--- src/rtl/deadlock_mon_pkg.sv ---
// Shared definitions for the per-kernel deadlock monitor: FSM states and
// counter sizing.
package deadlock_mon_pkg;

  localparam int DEFAULT_STALL_CYCLES = 1024;
  localparam int CNT_W                = 16;

  typedef enum logic [1:0] {
    RUN     = 2'd0,
    SUSPECT = 2'd1,
    DEAD    = 2'd2
  } mon_state_e;

endpackage

--- src/rtl/deadlock_idx0_monitor_stall_timer.sv ---
// Saturating frozen-stall cycle counter with clear / load-1 / increment
// controls and a terminal-count flag for the deadlock monitor FSM.
module stall_timer
  import deadlock_mon_pkg::*;
#(
  parameter int STALL_CYCLES = DEFAULT_STALL_CYCLES
) (
  input  logic clock,
  input  logic reset,
  input  logic clr,
  input  logic load1,
  input  logic inc,
  output logic tc
);

  localparam logic [CNT_W-1:0] CNT_MAX = '1;
  localparam logic [CNT_W-1:0] THRESH  = CNT_W'(STALL_CYCLES);

  logic [CNT_W-1:0] cnt;

  always_ff @(posedge clock or posedge reset) begin
    if (reset) begin
      cnt <= '0;
    end else if (clr) begin
      cnt <= '0;
    end else if (load1) begin
      cnt <= CNT_W'(1);
    end else if (inc && (cnt != CNT_MAX)) begin
      cnt <= cnt + 1'b1;
    end
  end

  // cnt holds the number of frozen samples already seen; one further matching
  // sample after THRESH of them declares the deadlock.
  assign tc = (cnt >= THRESH);

endmodule

--- src/rtl/deadlock_idx0_monitor.sv ---
// Per-kernel deadlock detector: raises sticky `block` when the kernel stays
// stalled with a frozen signal pattern. Define DEADLOCK_MON_CAUSE_EN to add
// the `cause` output capturing the frozen pattern.
module deadlock_idx0_monitor
  import deadlock_mon_pkg::*;
#(
  parameter int AXIS_W       = 3,
  parameter int IDLE_W       = 2,
  parameter int INST_W       = 1,
  parameter int STALL_CYCLES = DEFAULT_STALL_CYCLES
) (
  input  logic                              clock,
  input  logic                              reset,
  input  logic [AXIS_W-1:0]                 axis_block_sigs,
  input  logic [IDLE_W-1:0]                 inst_idle_sigs,
  input  logic [INST_W-1:0]                 inst_block_sigs,
`ifdef DEADLOCK_MON_CAUSE_EN
  output logic [AXIS_W+IDLE_W+INST_W-1:0]   cause,
`endif
  output logic                              block
);

  localparam int SIG_W = AXIS_W + IDLE_W + INST_W;

  mon_state_e       state, state_d;
  logic [SIG_W-1:0] sig;
  logic [SIG_W-1:0] snapshot;
  logic             stall;
  logic             sig_match;
  logic             t_clr, t_load1, t_inc, t_tc;
  logic             snap_load;
  logic             block_set;

  assign sig       = {axis_block_sigs, inst_idle_sigs, inst_block_sigs};
  assign stall     = (|axis_block_sigs) | (|inst_block_sigs);
  assign sig_match = (sig == snapshot);

  stall_timer #(
    .STALL_CYCLES(STALL_CYCLES)
  ) u_stall_timer (
    .clock (clock),
    .reset (reset),
    .clr   (t_clr),
    .load1 (t_load1),
    .inc   (t_inc),
    .tc    (t_tc)
  );

  // Unknown inputs fall through to the restart branch, so they never count
  // toward a deadlock.
  always_comb begin
    state_d   = state;
    t_clr     = 1'b0;
    t_load1   = 1'b0;
    t_inc     = 1'b0;
    snap_load = 1'b0;
    block_set = 1'b0;
    case (state)
      RUN: begin
        if (stall) begin
          snap_load = 1'b1;
          t_load1   = 1'b1;
          state_d   = SUSPECT;
        end else begin
          t_clr = 1'b1;
        end
      end
      SUSPECT: begin
        if (!stall) begin
          t_clr   = 1'b1;
          state_d = RUN;
        end else if (sig_match) begin
          if (t_tc) begin
            block_set = 1'b1;
            state_d   = DEAD;
          end else begin
            t_inc = 1'b1;
          end
        end else begin
          snap_load = 1'b1;
          t_load1   = 1'b1;
        end
      end
      DEAD: begin
        state_d = DEAD;
      end
      default: begin
        state_d = RUN;
      end
    endcase
  end

  // Registered state, snapshot and sticky flag; reset is the only exit from DEAD.
  always_ff @(posedge clock or posedge reset) begin
    if (reset) begin
      state    <= RUN;
      snapshot <= '0;
      block    <= 1'b0;
    end else begin
      state <= state_d;
      if (snap_load) begin
        snapshot <= sig;
      end
      if (block_set) begin
        block <= 1'b1;
      end
    end
  end

`ifdef DEADLOCK_MON_CAUSE_EN
  always_ff @(posedge clock or posedge reset) begin
    if (reset) begin
      cause <= '0;
    end else if (block_set) begin
      cause <= snapshot;
    end
  end
`endif

endmodule

--- config.mk ---
export PLATFORM = sky130hd
export DESIGN_NAME = deadlock_idx0_monitor
export DESIGN_NICKNAME = d
export VERILOG_FILES = /design/src/rtl/deadlock_mon_pkg.sv /design/src/rtl/deadlock_idx0_monitor_stall_timer.sv /design/src/rtl/deadlock_idx0_monitor.sv
export SDC_FILE = /design/constraint.sdc
export NUM_CORES = 1
export LEC_CHECK = 0
export BUFFER_PORTS_ARGS = -buffer_cell sky130_fd_sc_hd__buf_2
export CELL_PAD_IN_SITES_DETAIL_PLACEMENT = 0
export CELL_PAD_IN_SITES_GLOBAL_PLACEMENT = 2
export CORE_MARGIN = 2
export CORE_UTILIZATION = 42
export CTS_CLUSTER_DIAMETER = 100
export DETAILED_ROUTE_END_ITERATION = 12
export PLACE_DENSITY = 0.82
export SKIP_CTS_REPAIR_TIMING = 1
export SLEW_MARGIN = 40
export SYNTH_ARGS = -nofsm -noshare
export SYNTH_HDL_FRONTEND = slang
export SYNTH_SLANG_ARGS = --single-unit
--- constraint.sdc ---
create_clock -name clock -period 3.6 [get_ports clock]
set_clock_uncertainty 0.05 [all_clocks]
set_input_delay 0 -clock clock [delete_from_list [all_inputs] [get_ports clock]]
set_output_delay 0 -clock clock [all_outputs]
set_load 0.01 [all_outputs]
# After elaboration in Yosys (flattened, before gate mapping)
# Index checks and enable logic that the tools add are counted.
# word_totals
ff_bits	25
in_bits	8
output_inout_bits	1
elab_cells	42
# op_classes
add_sub_neg	1
n_lt_le_gt_ge	1
n_eq_ne	7
n_mux	22
n_bitwise	1
reduce_logical	6
# ops
operator	count
$mux 16	3
$add 16x1->16 const B	1
$ge 16x11->1 const B	1
$ne 16x16->1 const B	1
$mux 1	13
$mux 2	4
$eq 6x6->1	1
$ne 3x3->1 const B	2
$pmux 2 s3	1
$reduce_and 3->1	1
$reduce_bool 3->1	1
$reduce_or 3->1	1
$eq 2x1->1 const B	1
$eq 2x2->1 const B	1
$logic_not 2->1	1
$ne 2x2->1 const B	1
$pmux 1 s2	1
$reduce_or 2->1	1
$logic_and 1x1->1	1
$or 1x1->1	1

# Depth between registers and ports, before layout
# Gate-level depths: netlist (run 1).
# depth
depth_word	9
mapped_depth	6
ltp_nobuf	5

# Cells and area by module
# A second synthesis (run 1) with hierarchy kept.
# unflattened
hier_cells	146
area_unflattened_um2	1442.6
# by_module_without_submodules
mod	n_inst	cells_each	area_each_um2	seq_area_each_um2
stall_timer	1	108	1006.0	400.4
deadlock_idx0_monitor	1	38	436.7	225.2

# Worst setup path before layout (run 1)
# No wires, ideal clock.
# synth_path
path_type	reg-to-reg
from	register snapshot[1]
to	register u_stall_timer.cnt[8]
setup_ns	0.078
arrival_time_ns	1.779
required_ns	3.472
setup_slack_ns	1.692
stages_incl_launch_ff	6
n_path_buf	0
period_less_slack_ns	1.908
cell_sequence	dfrtp_1 > xnor2_1 > nand4_2 > or3_4 > or4_1 > a21oi_1
# synth_between
elab_chain_len	6
word_cells_on_any_way	11
classes_between	1 x eq/ne; 8 x mux; 2 x reduce/logical
# synth_rtl
item	line	rtl
start, declared	deadlock_idx0_monitor.sv:27	logic [SIG_W-1:0] snapshot;
start signal, assigned	deadlock_idx0_monitor.sv:102	snapshot <= sig;
$eq 6x6->1 (*)	deadlock_idx0_monitor.sv:36	assign sig_match = (sig == snapshot);
$mux 1	deadlock_idx0_monitor.sv:72	end else if (sig_match) begin
$mux 1	deadlock_idx0_monitor.sv:69	if (!stall) begin
$pmux 1 s2 / $mux 1 (equally long branches)	deadlock_idx0_monitor.sv:58	case (state)
$mux 16 / $logic_and 1x1->1 (equally long branches)	deadlock_idx0_monitor_stall_timer.sv:26, deadlock_idx0_monitor_stall_timer.sv:28	
$mux 16 / $reduce_bool 3->1 (equally long branches)	n/a	
end signal, assigned	deadlock_idx0_monitor_stall_timer.sv:29	cnt <= cnt + 1'b1;
end, declared	deadlock_idx0_monitor_stall_timer.sv:19	logic [CNT_W-1:0] cnt;
# Every way passes the cells marked *; elsewhere a longest branch is shown, timed or not.
# A chain may end at the register's enable or synchronous reset.

# Worst setup path after layout (run 1)
# layout_path
from	register u_stall_timer.cnt[12]
to	register u_stall_timer.cnt[6]
# layout_between
elab_chain_len	7
word_cells_on_any_way	8
classes_between	1 x order compare; 1 x eq/ne; 4 x mux; 2 x reduce/logical
# layout_rtl
item	line	rtl
$ge 16x11->1	deadlock_idx0_monitor_stall_timer.sv:35	assign tc = (cnt >= THRESH);
$mux 1	deadlock_idx0_monitor.sv:73	if (t_tc) begin
$mux 1	deadlock_idx0_monitor.sv:72	
$mux 1	deadlock_idx0_monitor.sv:69	
$mux 1	deadlock_idx0_monitor.sv:58	
$logic_and 1x1->1 (*)	deadlock_idx0_monitor_stall_timer.sv:28	end else if (inc && (cnt != CNT_MAX)) begin
$reduce_bool 3->1 (no line) (*)	n/a	
# Marked as above.

==> results.py, run 1 <==
metrics = {
    "worst_setup_path": {
        "crit_slowest_cell": "or4_1",
        "crit_chain": "nor4_1, nand2_1, or3_4, or4_1, a21oi_1",
        "max_stage_delay_ns": 0.51,
        "worstSetupPathType": "reg -> reg",
        "crit_required_ns": 3.79,
        "crit_path_end_kind": "flop",
        "cp-start-kind": "flop",
        "crit_fanout": 6,
        "cp.arrival_ns": 2.27,
    },
    "detailed_routing": {
        "wl_per_cell_um": 13.4,
        "drtIter0Drc": 31,
        "vias": 843,
        "firstDrtPassIters": 4,
        "avgViaCountPerCell": 5.30,
        "drt_wl_total_um": 2120,
        "ant_nets": 0,
        "drc": 0,
    },
    "global_route": {
        "grt.overflow.total": 0,
        "grt_pass1_vias": 844,
        "grt_max_degree": 26,
        "grt_pass1_wl_um": 3740,
        "antenna_found_initial": 0,
        "grt_usage": 0.143,
    },
    "clock_tree": {
        "clk_latency_ns": 0.31,
        "cts_max_level": 1,
        "cts_tree": "built",
        "clk_pin_slew_ns": 0.13,
        "clkSinkCount": 25,
        "cts-root-buf": "clkbuf_4",
        "cts_max_path_buffers": 2,
        "numCtsBuffers": 3,
    },
    "sta": {
        "fmax_ghz": 0.481,
        "slew_violations": 0,
        "tns_ns": 0,
        "maxSlewHeadroom": 0.511,
        "rsz0062_at_grt": "false",
        "max_slew.worst_pin.slew_ns": 0.731,
        "finalHoldViolCount": 0,
        "period_minus_slack_ns": 2.08,
        "finalCritPeriodShare": 0.577,
        "fin_ws_ns": 1.52,
        "hold-worst-slack_ns": 0.204,
        "setup_viol": 0,
    },
    "layout": {
        "final_cell_mix": "25 x dfrtp_1, 12 x nor2_1, 8 x buf_2, 7 x dlygate4sd3_1",
        "areaGrowthSynthToFinish_pct": 14.4,
        "layout-drive-gt1-share": 0.234,
        "diodes": 0,
        "finalNonFillerCells": 159,
        "layout_commonest_cell": "dfrtp_1",
        "fin_nets": 139,
    },
    "die": {
        "initial_core_util": 0.446,
        "die_h_um": 58.3,
        "dieArea_um2": 3400,
        "rows": 19,
        "pin_count": 9,
        "core_area_um2": 2780,
        "dieWidth_um": 58.3,
    },
    "power": {
        "p_per_area_nw_per_um2": 305,
        "leakage_nw": 0.647,
        "peakVddDrop_mv": 0.202,
    },
    "place": {
        "hpwl_um": 1530,
        "place_inst": 148,
        "io_buffers": 8,
        "pre_cts_ws_ns": 1.57,
        "gp_congestion": 0.807,
    },
    "synth": {
        "syn_area_um2": 1240,
        "synth_area_leaders": "dfrtp_1 50%, xnor2_2 6.6%, mux2_2 5.4%",
        "yosysSeqAreaShare": 0.505,
        "ys.warnings.count": 0,
        "synth_seq_cells": 25,
        "synth_nets": 119,
        "synth_top_area_share": 0.505,
        "netlist_instances": 109,
        "ys_types": 32,
        "avgSynthCellArea_um2": 11.4,
        "yosysTopAreaCell": "dfrtp_1",
    },
    "min_path": {
        "hp-class": "in -> async",
    },
    "status": {
        "status": "complete, no violations",
    },
    "flow_run": {
        "maxCapViolCount": 0,
    },
}
-- layout make-up --
class                           instances  area (um^2)
Clock buffer                            4         26.3
Multi-Input combinational cell         78          592
Sequential cell                        25          626
Tap cell                               31         38.8
Inverter                                5         18.8
Timing Repair Buffer                   16          118
Fill cell                             257         1360
-- routing by layer --
metal	track usage	part of all wire	vias to the layer above
li1	-	-	424
met1	0.208	0.50	411
met2	0.217	0.47	6
met3	0.0198	0.016	2
met4	0.0598	0.0085	0
met5	0	0	-
-- power by group --
group / switching, mW / leakage (nW) / total [mW] / internal (mW)
Sequential: 0 / 0.344 / 0.281 / 0.281
Clock: 0.0812 / 0.0150 / 0.124 / 0.0432
Combinational: 0.0143 / 0.288 / 0.0271 / 0.0128
Total: 0.0955 / 0.647 / 0.432 / 0.337
-- worst paths after layout --
check                                                  start                                end  slack, ns  cells after the start
max in group asynchronous                              reset   u_stall_timer.cnt[6]$_DFFE_PP0P_       2.95                      3
setup reg to reg           u_stall_timer.cnt[12]$_DFFE_PP0P_   u_stall_timer.cnt[6]$_DFFE_PP0P_       1.52                      5
hold reg to reg                            block$_DFFE_PP0P_                  block$_DFFE_PP0P_       0.43                      1
hold / removal                                         reset  u_stall_timer.cnt[15]$_DFFE_PP0P_       0.20                      3
setup / recovery           u_stall_timer.cnt[12]$_DFFE_PP0P_   u_stall_timer.cnt[6]$_DFFE_PP0P_       1.52                      5
min in group clock                         inst_idle_sigs[0]            snapshot[1]$_DFFE_PP0P_       0.42                      3
-- cell families (layout without fill, tap and decap cells) --
kind of cell,count (synthesis),after routing,share of synthesized area
buffers and inverters,6,25,0.0182
and+or+nand+nor,45,45,0.221
xor gates and xnor gates,8,8,0.0868
muxes,9,9,0.0787
AOI/OAI and AO/OA,14,14,0.0706
DFF,25,25,0.505
adders and majority gates,2,2,0.0202
-- Yosys cell counts, drive strengths merged --
cell	number
dfrtp	25
nor2	12
xnor2	8
mux2	6
nand2	6
nor2b	6
a21oi	5
inv	5
nor4	4
mux2i	3
nand3	3
nor3	3
o21ai	3
or4	3
and3	2
ha	2
nand4	2
o31ai	2
or3	2
a2111oi	1
a22oi	1
a41oi	1
and2	1
clkbuf	1
nand2b	1
o211ai	1
-- stage by stage --
stage	instance area [um^2]	util	total power, mW
floorplan	1240	-	0.299
global placement	1320	0.475	0.308
detailed placement	1320	0.475	0.308
CTS	1350	0.485	0.433
global route	1420	0.510	0.452
finish	1420	0.510	0.432
-- sequential cells by signal, summed over array words and instances, names as in the netlist --
signal and flops:
state 2, u_stall_timer.cnt 16, block 1, snapshot 6
-- critical path, delay by kind of cell (launching register included) --
kind	cells	cell delay (ns)
AOI/OAI and AO/OA	1	0.17
DFF	1	0.40
and+or+nand+nor	4	1.40
No activity file was read; power rests on OpenSTA's default activity.
==> inputs of run 2 (changes only) <==
--- a/config.mk
+++ b/config.mk
@@ -5,14 +5,15 @@
 export SDC_FILE = /design/constraint.sdc
 export NUM_CORES = 1
 export LEC_CHECK = 0
+export ABC_AREA = 1
 export BUFFER_PORTS_ARGS = -buffer_cell sky130_fd_sc_hd__buf_2
 export CELL_PAD_IN_SITES_DETAIL_PLACEMENT = 0
 export CELL_PAD_IN_SITES_GLOBAL_PLACEMENT = 2
 export CORE_MARGIN = 2
-export CORE_UTILIZATION = 42
+export CORE_UTILIZATION = 30
 export CTS_CLUSTER_DIAMETER = 100
 export DETAILED_ROUTE_END_ITERATION = 12
-export PLACE_DENSITY = 0.82
+export PLACE_DENSITY = 0.73
 export SKIP_CTS_REPAIR_TIMING = 1
 export SLEW_MARGIN = 40
 export SYNTH_ARGS = -nofsm -noshare
==> constraint.sdc (replaced) <==
create_clock -name clock -period 1.7 [get_ports clock]
set_clock_uncertainty 0.05 [all_clocks]
set_input_delay 0 -clock clock [delete_from_list [all_inputs] [get_ports clock]]
set_output_delay 0 -clock clock [all_outputs]
set_load 0.01 [all_outputs]
==> run 2 against run 1 <==
Final cell count rose by 72%; die area up 56%; clock power rose to 2.9 times the previous value; routed wire length grew 34%; count of clock-buffer cells in the layout is 1 lower; maximum frequency grew 37%; critical endpoint is now u_stall_timer.cnt[3]$_DFFE_PP0P_.
==> results.py, run 2 <==
metrics = {
    "synth": {
        "yosysMostFrequentCell": "nand2_1",
        "synth_edf_count": 0,
        "synth_nets": 210,
        "synth_area_leaders": "dfrtp_1 44%, nand2_1 15%, inv_1 9.7%",
        "ys_types": 21,
        "netlist_instances": 200,
        "yosys-top-cells-count": "57 x nand2_1, 37 x inv_1, 25 x dfrtp_1",
        "synth_flop_cell": "dfrtp_1",
        "synth_top_area_share": 0.439,
        "ys.warnings.count": 0,
        "avgSynthCellArea_um2": 7.13,
        "yosysTopAreaCell": "dfrtp_1",
        "syn_area_um2": 1430,
        "synth_seq_cells": 25,
        "yosysSeqAreaShare": 0.439,
        "ys_async_sr_fraction": 1.00,
    },
    "place": {
        "gp_congestion": 0.718,
        "place_inst": 262,
        "hpwl_um": 2070,
        "io_buffers": 8,
    },
    "worst_setup_path": {
        "crit_required_ns": 1.85,
        "crit_buf_inv": 0,
        "max_stage_delay_ns": 0.40,
        "crit_chain": "nand2_1, nand2_1, nor2_1, nand4_1, nand2_2, nand2_2, a21oi_1",
        "crit_fanout": 15,
        "worstSetupStartpoint": "snapshot[5]$_DFFE_PP0P_",
        "r2r_start": "snapshot[5]$_DFFE_PP0P_",
        "crit_path_end_kind": "flop",
        "worstSetupPathType": "reg -> reg",
        "r2r_cells": 7,
        "cp-start-kind": "flop",
        "r2r_slack_ns": 0.18,
        "path_delay_family": "simple AND/OR/NAND/NOR gates",
        "crit_slowest_cell": "dfrtp_1",
        "r2r-end": "u_stall_timer.cnt[3]$_DFFE_PP0P_",
        "cp.arrival_ns": 1.66,
    },
    "sta": {
        "finalHoldViolCount": 0,
        "slew_violations": 0,
        "max_slew.worst_pin.slew_ns": 0.329,
        "setup_viol": 0,
        "finalCritPeriodShare": 0.893,
        "tns_ns": 0,
        "period_minus_slack_ns": 1.52,
        "maxSlewHeadroom": 0.780,
        "fmax_ghz": 0.659,
        "rsz0062_at_grt": "false",
    },
    "detailed_routing": {
        "drc": 0,
        "drt_wl_total_um": 2860,
        "drtIter0Drc": 44,
        "vias": 1204,
        "avgViaCountPerCell": 4.41,
        "firstDrtPassIters": 4,
        "wl_per_cell_um": 10.5,
        "ant_nets": 0,
    },
    "global_route": {
        "grt_pass1_vias": 1185,
        "grt.overflow.total": 0,
        "antenna_found_initial": 0,
        "grt_pass1_wl_um": 5180,
        "grt_max_degree": 26,
        "grt_usage": 0.123,
    },
    "clock_tree": {
        "clk_pin_slew_ns": 0.09,
        "clkSinkCount": 25,
        "cts-root-buf": "clkbuf_8",
        "cts_max_path_buffers": 2,
        "cts_max_level": 1,
        "cts_tree": "built",
        "clk_latency_ns": 0.27,
        "numCtsBuffers": 3,
    },
    "layout": {
        "areaGrowthSynthToFinish_pct": 17.2,
        "fillers": 498,
        "final_cell_mix": "57 x nand2_1, 37 x inv_1, 25 x dfrtp_1, 24 x nor2_1, 13 x nand4_1",
        "layout_commonest_cell": "nand2_1",
        "top_register": "u_stall_timer.cnt",
        "largest_reg_flops": 16,
        "finalNonFillerCells": 273,
        "diodes": 0,
        "fin_nets": 230,
        "layout-drive-gt1-share": 0.128,
        "top_regs": "u_stall_timer.cnt x16, snapshot x6, state x2",
    },
    "die": {
        "die_h_um": 72.9,
        "pin_count": 9,
        "core_area_um2": 4660,
        "rows": 25,
        "dieWidth_um": 72.9,
        "initial_core_util": 0.306,
        "dieArea_um2": 5320,
    },
    "status": {
        "status": "complete, no violations",
    },
    "min_path": {
        "hp-class": "in -> async",
    },
    "power": {
        "peakVddDrop_mv": 0.301,
        "p_per_area_nw_per_um2": 673,
        "leakage_nw": 0.831,
    },
    "flow_run": {
        "maxCapViolCount": 0,
    },
}
[run 2: cell families (layout without fill, tap and decap cells)]
logic type / count (synthesis) / in the layout / synth area share
AND/OR/NAND/NOR: 116 / 116 / 0.365
AO/OA/AOI/OAI: 12 / 12 / 0.0439
buffers and inverters: 44 / 63 / 0.128
adder cells (fa/ha/maj): 2 / 2 / 0.0176
flip-flops: 25 / 25 / 0.439
XOR/XNOR: 1 / 1 / 0.00615
[run 2: worst max path at each step]
stage / end / slack [ns] / depth (start not counted)
6_report: u_stall_timer.cnt[3]$_DFFE_PP0P_ / 0.18 / 7
5_1_grt: u_stall_timer.cnt[1]$_DFFE_PP0P_ / 0.01 / 8
4_1_cts: u_stall_timer.cnt[8]$_DFFE_PP0P_ / 0.03 / 8
3_5_place_dp: u_stall_timer.cnt[8]$_DFFE_PP0P_ / 0.07 / 7
3_3_place_gp: u_stall_timer.cnt[8]$_DFFE_PP0P_ / 0.16 / 7
2_1_floorplan: u_stall_timer.cnt[8]$_DFFE_PP0P_ / 0.29 / 8
[run 2: worst reg2reg max path, delay by kind of cell, from the launching register on]
family	cells	cell delay [ns]
AO/OA/AOI/OAI	1	0.20
flip-flops	1	0.40
AND/OR/NAND/NOR	6	0.78
[run 2: where the power goes]
| part | internal (mW) | switching, mW |
|---|---|---|
| sequential | 0.609 | 0.0132 |
| clock | 0.164 | 0.193 |
| combinational | 0.0556 | 0.0906 |
[run 2: per-stage QoR]
stage	total power, mW	cell area [um^2]	setup slack (ns)	utilization	hold slack [ns]
3_5_place_dp	0.769	1540	0.0663	0.331	0.0271
3_3_place_gp	0.767	1540	0.164	0.331	0.0237
6_report	1.12	1670	0.182	0.358	0.265
5_1_grt	1.19	1670	0.0147	0.358	0.321
4_1_cts	1.13	1590	0.0304	0.341	-0.275
2_1_floorplan	0.729	1430	0.287	-	-0.0227
[run 2: area by class of cell]
| class | instances | area, um^2 | share of cell area |
|---|---|---|---|
| clock inverters | 1 | 5.00 | 0.00300 |
| flip-flops and latches | 25 | 626 | 0.375 |
| inverters | 40 | 150 | 0.0899 |
| repair buffers | 19 | 153 | 0.0914 |
| well taps | 54 | 67.6 | 0.0404 |
| clock buffers | 3 | 41.3 | 0.0247 |
| multi-input cells | 131 | 628 | 0.376 |
[run 2: routing by layer]
| layer | share of wire | wire, um | global-route usage | vias up |
|---|---|---|---|---|
| met3 | 0.025 | 71 | 0.0221 | 4 |
| li1 | - | - | - | 648 |
| met2 | 0.45 | 1290 | 0.205 | 13 |
| met5 | 0 | 0 | 0 | - |
| met1 | 0.51 | 1460 | 0.162 | 539 |
| met4 | 0.011 | 32 | 0.0370 | 0 |
==> inputs of run 3 (changes only) <==
--- a/config.mk
+++ b/config.mk
@@ -10,12 +10,13 @@
 export CELL_PAD_IN_SITES_DETAIL_PLACEMENT = 0
 export CELL_PAD_IN_SITES_GLOBAL_PLACEMENT = 2
 export CORE_MARGIN = 2
-export CORE_UTILIZATION = 30
+export CORE_UTILIZATION = 31
 export CTS_CLUSTER_DIAMETER = 100
 export DETAILED_ROUTE_END_ITERATION = 12
-export PLACE_DENSITY = 0.73
+export PLACE_DENSITY = 0.74
 export SKIP_CTS_REPAIR_TIMING = 1
 export SLEW_MARGIN = 40
 export SYNTH_ARGS = -nofsm -noshare
 export SYNTH_HDL_FRONTEND = slang
+export SYNTH_HIERARCHICAL = 1
 export SYNTH_SLANG_ARGS = --single-unit
==> run 3 against run 2 <==
The flow now finishes with violations (negative setup slack); final cell count grew 29%; area after synthesis grew 15%; maximum frequency shrank 12%; setup slack lost 0.20 ns; register-to-register slack lost 0.20 ns; routed wire length grew 40%; combinational power grew 47%; non-clock buffer count grew 31; synthesized cell count grew 14%; critical endpoint is now u_stall_timer/cnt[12]$_DFFE_PP0P_; highest routed layer unchanged.
==> results.py, run 3 <==
metrics = {
    "worst_setup_path": {
        "crit_required_ns": 1.86,
        "cp-start-kind": "flop",
        "cp.arrival_ns": 1.88,
        "crit_chain": "nor4_2, nand3_1, inv_1, nand2_2, nor2_4, inv_2, nor2_4, buf_12, nand2_1, nand2_1, inv_2, nor2_2",
        "crit_path_end_kind": "flop",
        "crit_fanout": 10,
        "worstSetupPathType": "reg -> reg",
        "crit_slowest_cell": "dfrtp_1",
        "max_stage_delay_ns": 0.40,
    },
    "sta": {
        "finalHoldViolCount": 0,
        "max_slew.worst_pin.slew_ns": 0.700,
        "fin_ws_ns": -0.0197,
        "finalCritPeriodShare": 1.01,
        "slew_violations": 0,
        "tns_ns": -0.0233,
        "maxSlewHeadroom": 0.533,
        "period_minus_slack_ns": 1.72,
        "rsz0062_at_grt": "true",
        "setup_viol": 4,
        "fmax_ghz": 0.582,
    },
    "global_route": {
        "grt_pass1_vias": 1490,
        "grt.overflow.total": 0,
        "antenna_found_initial": 0,
        "grt_pass1_wl_um": 6870,
        "grt_usage": 0.144,
        "grt_max_degree": 17,
    },
    "power": {
        "intPower_uw": 871,
        "combPwrFrac": 0.177,
        "power_switching_share": 0.278,
        "leakage_nw": 1.10,
        "clockPowerShare": 0.307,
        "peakVddDrop_mv": 0.295,
        "seq_power_share": 0.516,
        "p_per_area_nw_per_um2": 538,
        "power_switching_uw": 336,
    },
    "synth": {
        "synth_area_leaders": "dfrtp_1 38%, nand2_1 16%, inv_1 7.8%",
        "yosysSeqAreaShare": 0.381,
        "ys_types": 28,
        "synth_flop_cell": "dfrtp_1",
        "yosysMostFrequentCell": "nand2_1",
        "yosys-top-cells-count": "70 x nand2_1, 34 x inv_1, 25 x dfrtp_1",
        "netlist_instances": 227,
        "synth_top_area_share": 0.381,
        "synth_seq_cells": 25,
        "yosysTopAreaCell": "dfrtp_1",
        "synth_nets": 237,
        "syn_area_um2": 1640,
        "avgSynthCellArea_um2": 7.24,
        "ys_async_sr_fraction": 1.00,
        "ys.warnings.count": 6,
        "synth_edf_count": 0,
    },
    "clock_tree": {
        "cts_max_level": 1,
        "clkSinkCount": 25,
        "numCtsBuffers": 3,
        "clk_latency_ns": 0.27,
        "cts_tree": "built",
        "cts_max_path_buffers": 2,
        "cts-root-buf": "clkbuf_8",
        "clk_pin_slew_ns": 0.09,
    },
    "die": {
        "core_area_um2": 5110,
        "die_h_um": 76.8,
        "initial_core_util": 0.322,
        "dieArea_um2": 5900,
        "rows": 26,
        "pin_count": 9,
        "dieWidth_um": 76.8,
    },
    "detailed_routing": {
        "drtIter0Drc": 69,
        "drt_wl_total_um": 4000,
        "wl_per_cell_um": 11.4,
        "ant_nets": 0,
        "avgViaCountPerCell": 4.29,
        "drc": 0,
        "firstDrtPassIters": 4,
        "vias": 1507,
    },
    "layout": {
        "top_regs": "u_stall_timer/cnt x16, snapshot x6, state x2",
        "design_area_um2": 2240,
        "layout-drive-gt1-share": 0.317,
        "final_cell_mix": "64 x nand2_1, 31 x buf_4, 30 x inv_1, 25 x dfrtp_1, 19 x nor2_1",
        "largest_reg_flops": 16,
        "layout_commonest_cell": "nand2_1",
        "areaGrowthSynthToFinish_pct": 36.5,
        "fillers": 551,
        "top_register": "u_stall_timer/cnt",
        "fin_nets": 292,
        "diodes": 0,
    },
    "place": {
        "place_area_um2": 1990,
        "hpwl_um": 2930,
        "gp_congestion": 0.759,
        "io_buffers": 8,
    },
    "status": {
        "violations": "negative setup slack",
        "status": "finished with violations",
    },
    "flow_run": {
        "maxCapViolCount": 0,
    },
    "min_path": {
        "hp-class": "in -> async",
    },
}
[run 3: power groups by stage]
stage               Combinational [mW]  Clock [mW]  Sequential, mW
floorplan                        0.109           0           0.633
global placement                 0.173           0           0.634
detailed placement               0.173           0           0.635
CTS                              0.173       0.393           0.623
global route                     0.242       0.412           0.624
finish                           0.214       0.371           0.622
[run 3: cells by family (layout without fill, tap and decap cells)]
| group | after synthesis | after routing | share of synthesized area |
|---|---|---|---|
| compound gates | 13 | 13 | 0.0411 |
| simple gates | 143 | 144 | 0.440 |
| xor+xnor | 6 | 6 | 0.0320 |
| buf+inv | 38 | 91 | 0.0913 |
| fa+ha+maj | 2 | 2 | 0.0152 |
| flops | 25 | 25 | 0.381 |
[run 3: per-stage QoR]
step / total power [mW] / hold WS [ns] / setup WS, ns / utilization / cells
floorplan: 0.742 / -0.222 / 0.00289 / - / 227
global placement: 0.807 / -0.0355 / -0.0514 / 0.390 / 332
detailed placement: 0.807 / -0.0313 / -0.106 / 0.390 / 332
CTS: 1.19 / -0.335 / -0.157 / 0.399 / 336
global route: 1.28 / 0.252 / -0.208 / 0.439 / 351
finish: 1.21 / 0.195 / -0.0197 / 0.439 / 351
[run 3: worst paths after layout]
kind / startpoint / end / slack, ns / cells past startpoint
worst min register to register: block$_DFFE_PP0P_ / block$_DFFE_PP0P_ / 0.41 / 2
worst max-delay path: u_stall_timer/cnt[14]$_DFFE_PP0P_ / u_stall_timer/cnt[12]$_DFFE_PP0P_ / -0.02 / 12
min in group clock: axis_block_sigs[2] / block$_DFFE_PP0P_ / 0.32 / 7
worst min-delay path: reset / snapshot[1]$_DFFE_PP0P_ / 0.19 / 3
max in group asynchronous: reset / u_stall_timer/cnt[14]$_DFFE_PP0P_ / 0.83 / 3
worst max register to register: u_stall_timer/cnt[14]$_DFFE_PP0P_ / u_stall_timer/cnt[12]$_DFFE_PP0P_ / -0.02 / 12
[run 3: final cells by class]
| class | count | area, um^2 | share of cell area |
|---|---|---|---|
| well taps | 70 | 87.6 | 0.0390 |
| clock buffers | 4 | 45.0 | 0.0201 |
| repair buffers | 50 | 397 | 0.177 |
| multi-input cells | 165 | 947 | 0.422 |
| flip-flops and latches | 25 | 626 | 0.279 |
| inverters | 37 | 143 | 0.0635 |
[run 3: worst max-delay path: cells and delay by family, from the launching register on]
family,cells,cell delay [ns]
and+or+nand+nor,8,0.89
buffers and inverters,4,0.31
DFF,1,0.40
[run 3: layer usage]
metal	vias to the layer above	routed length, um	GRT usage
met5	-	0	0
met4	0	38	0.0436
met3	4	50	0.0188
met2	8	1880	0.238
met1	680	2030	0.196
li1	815	-	-
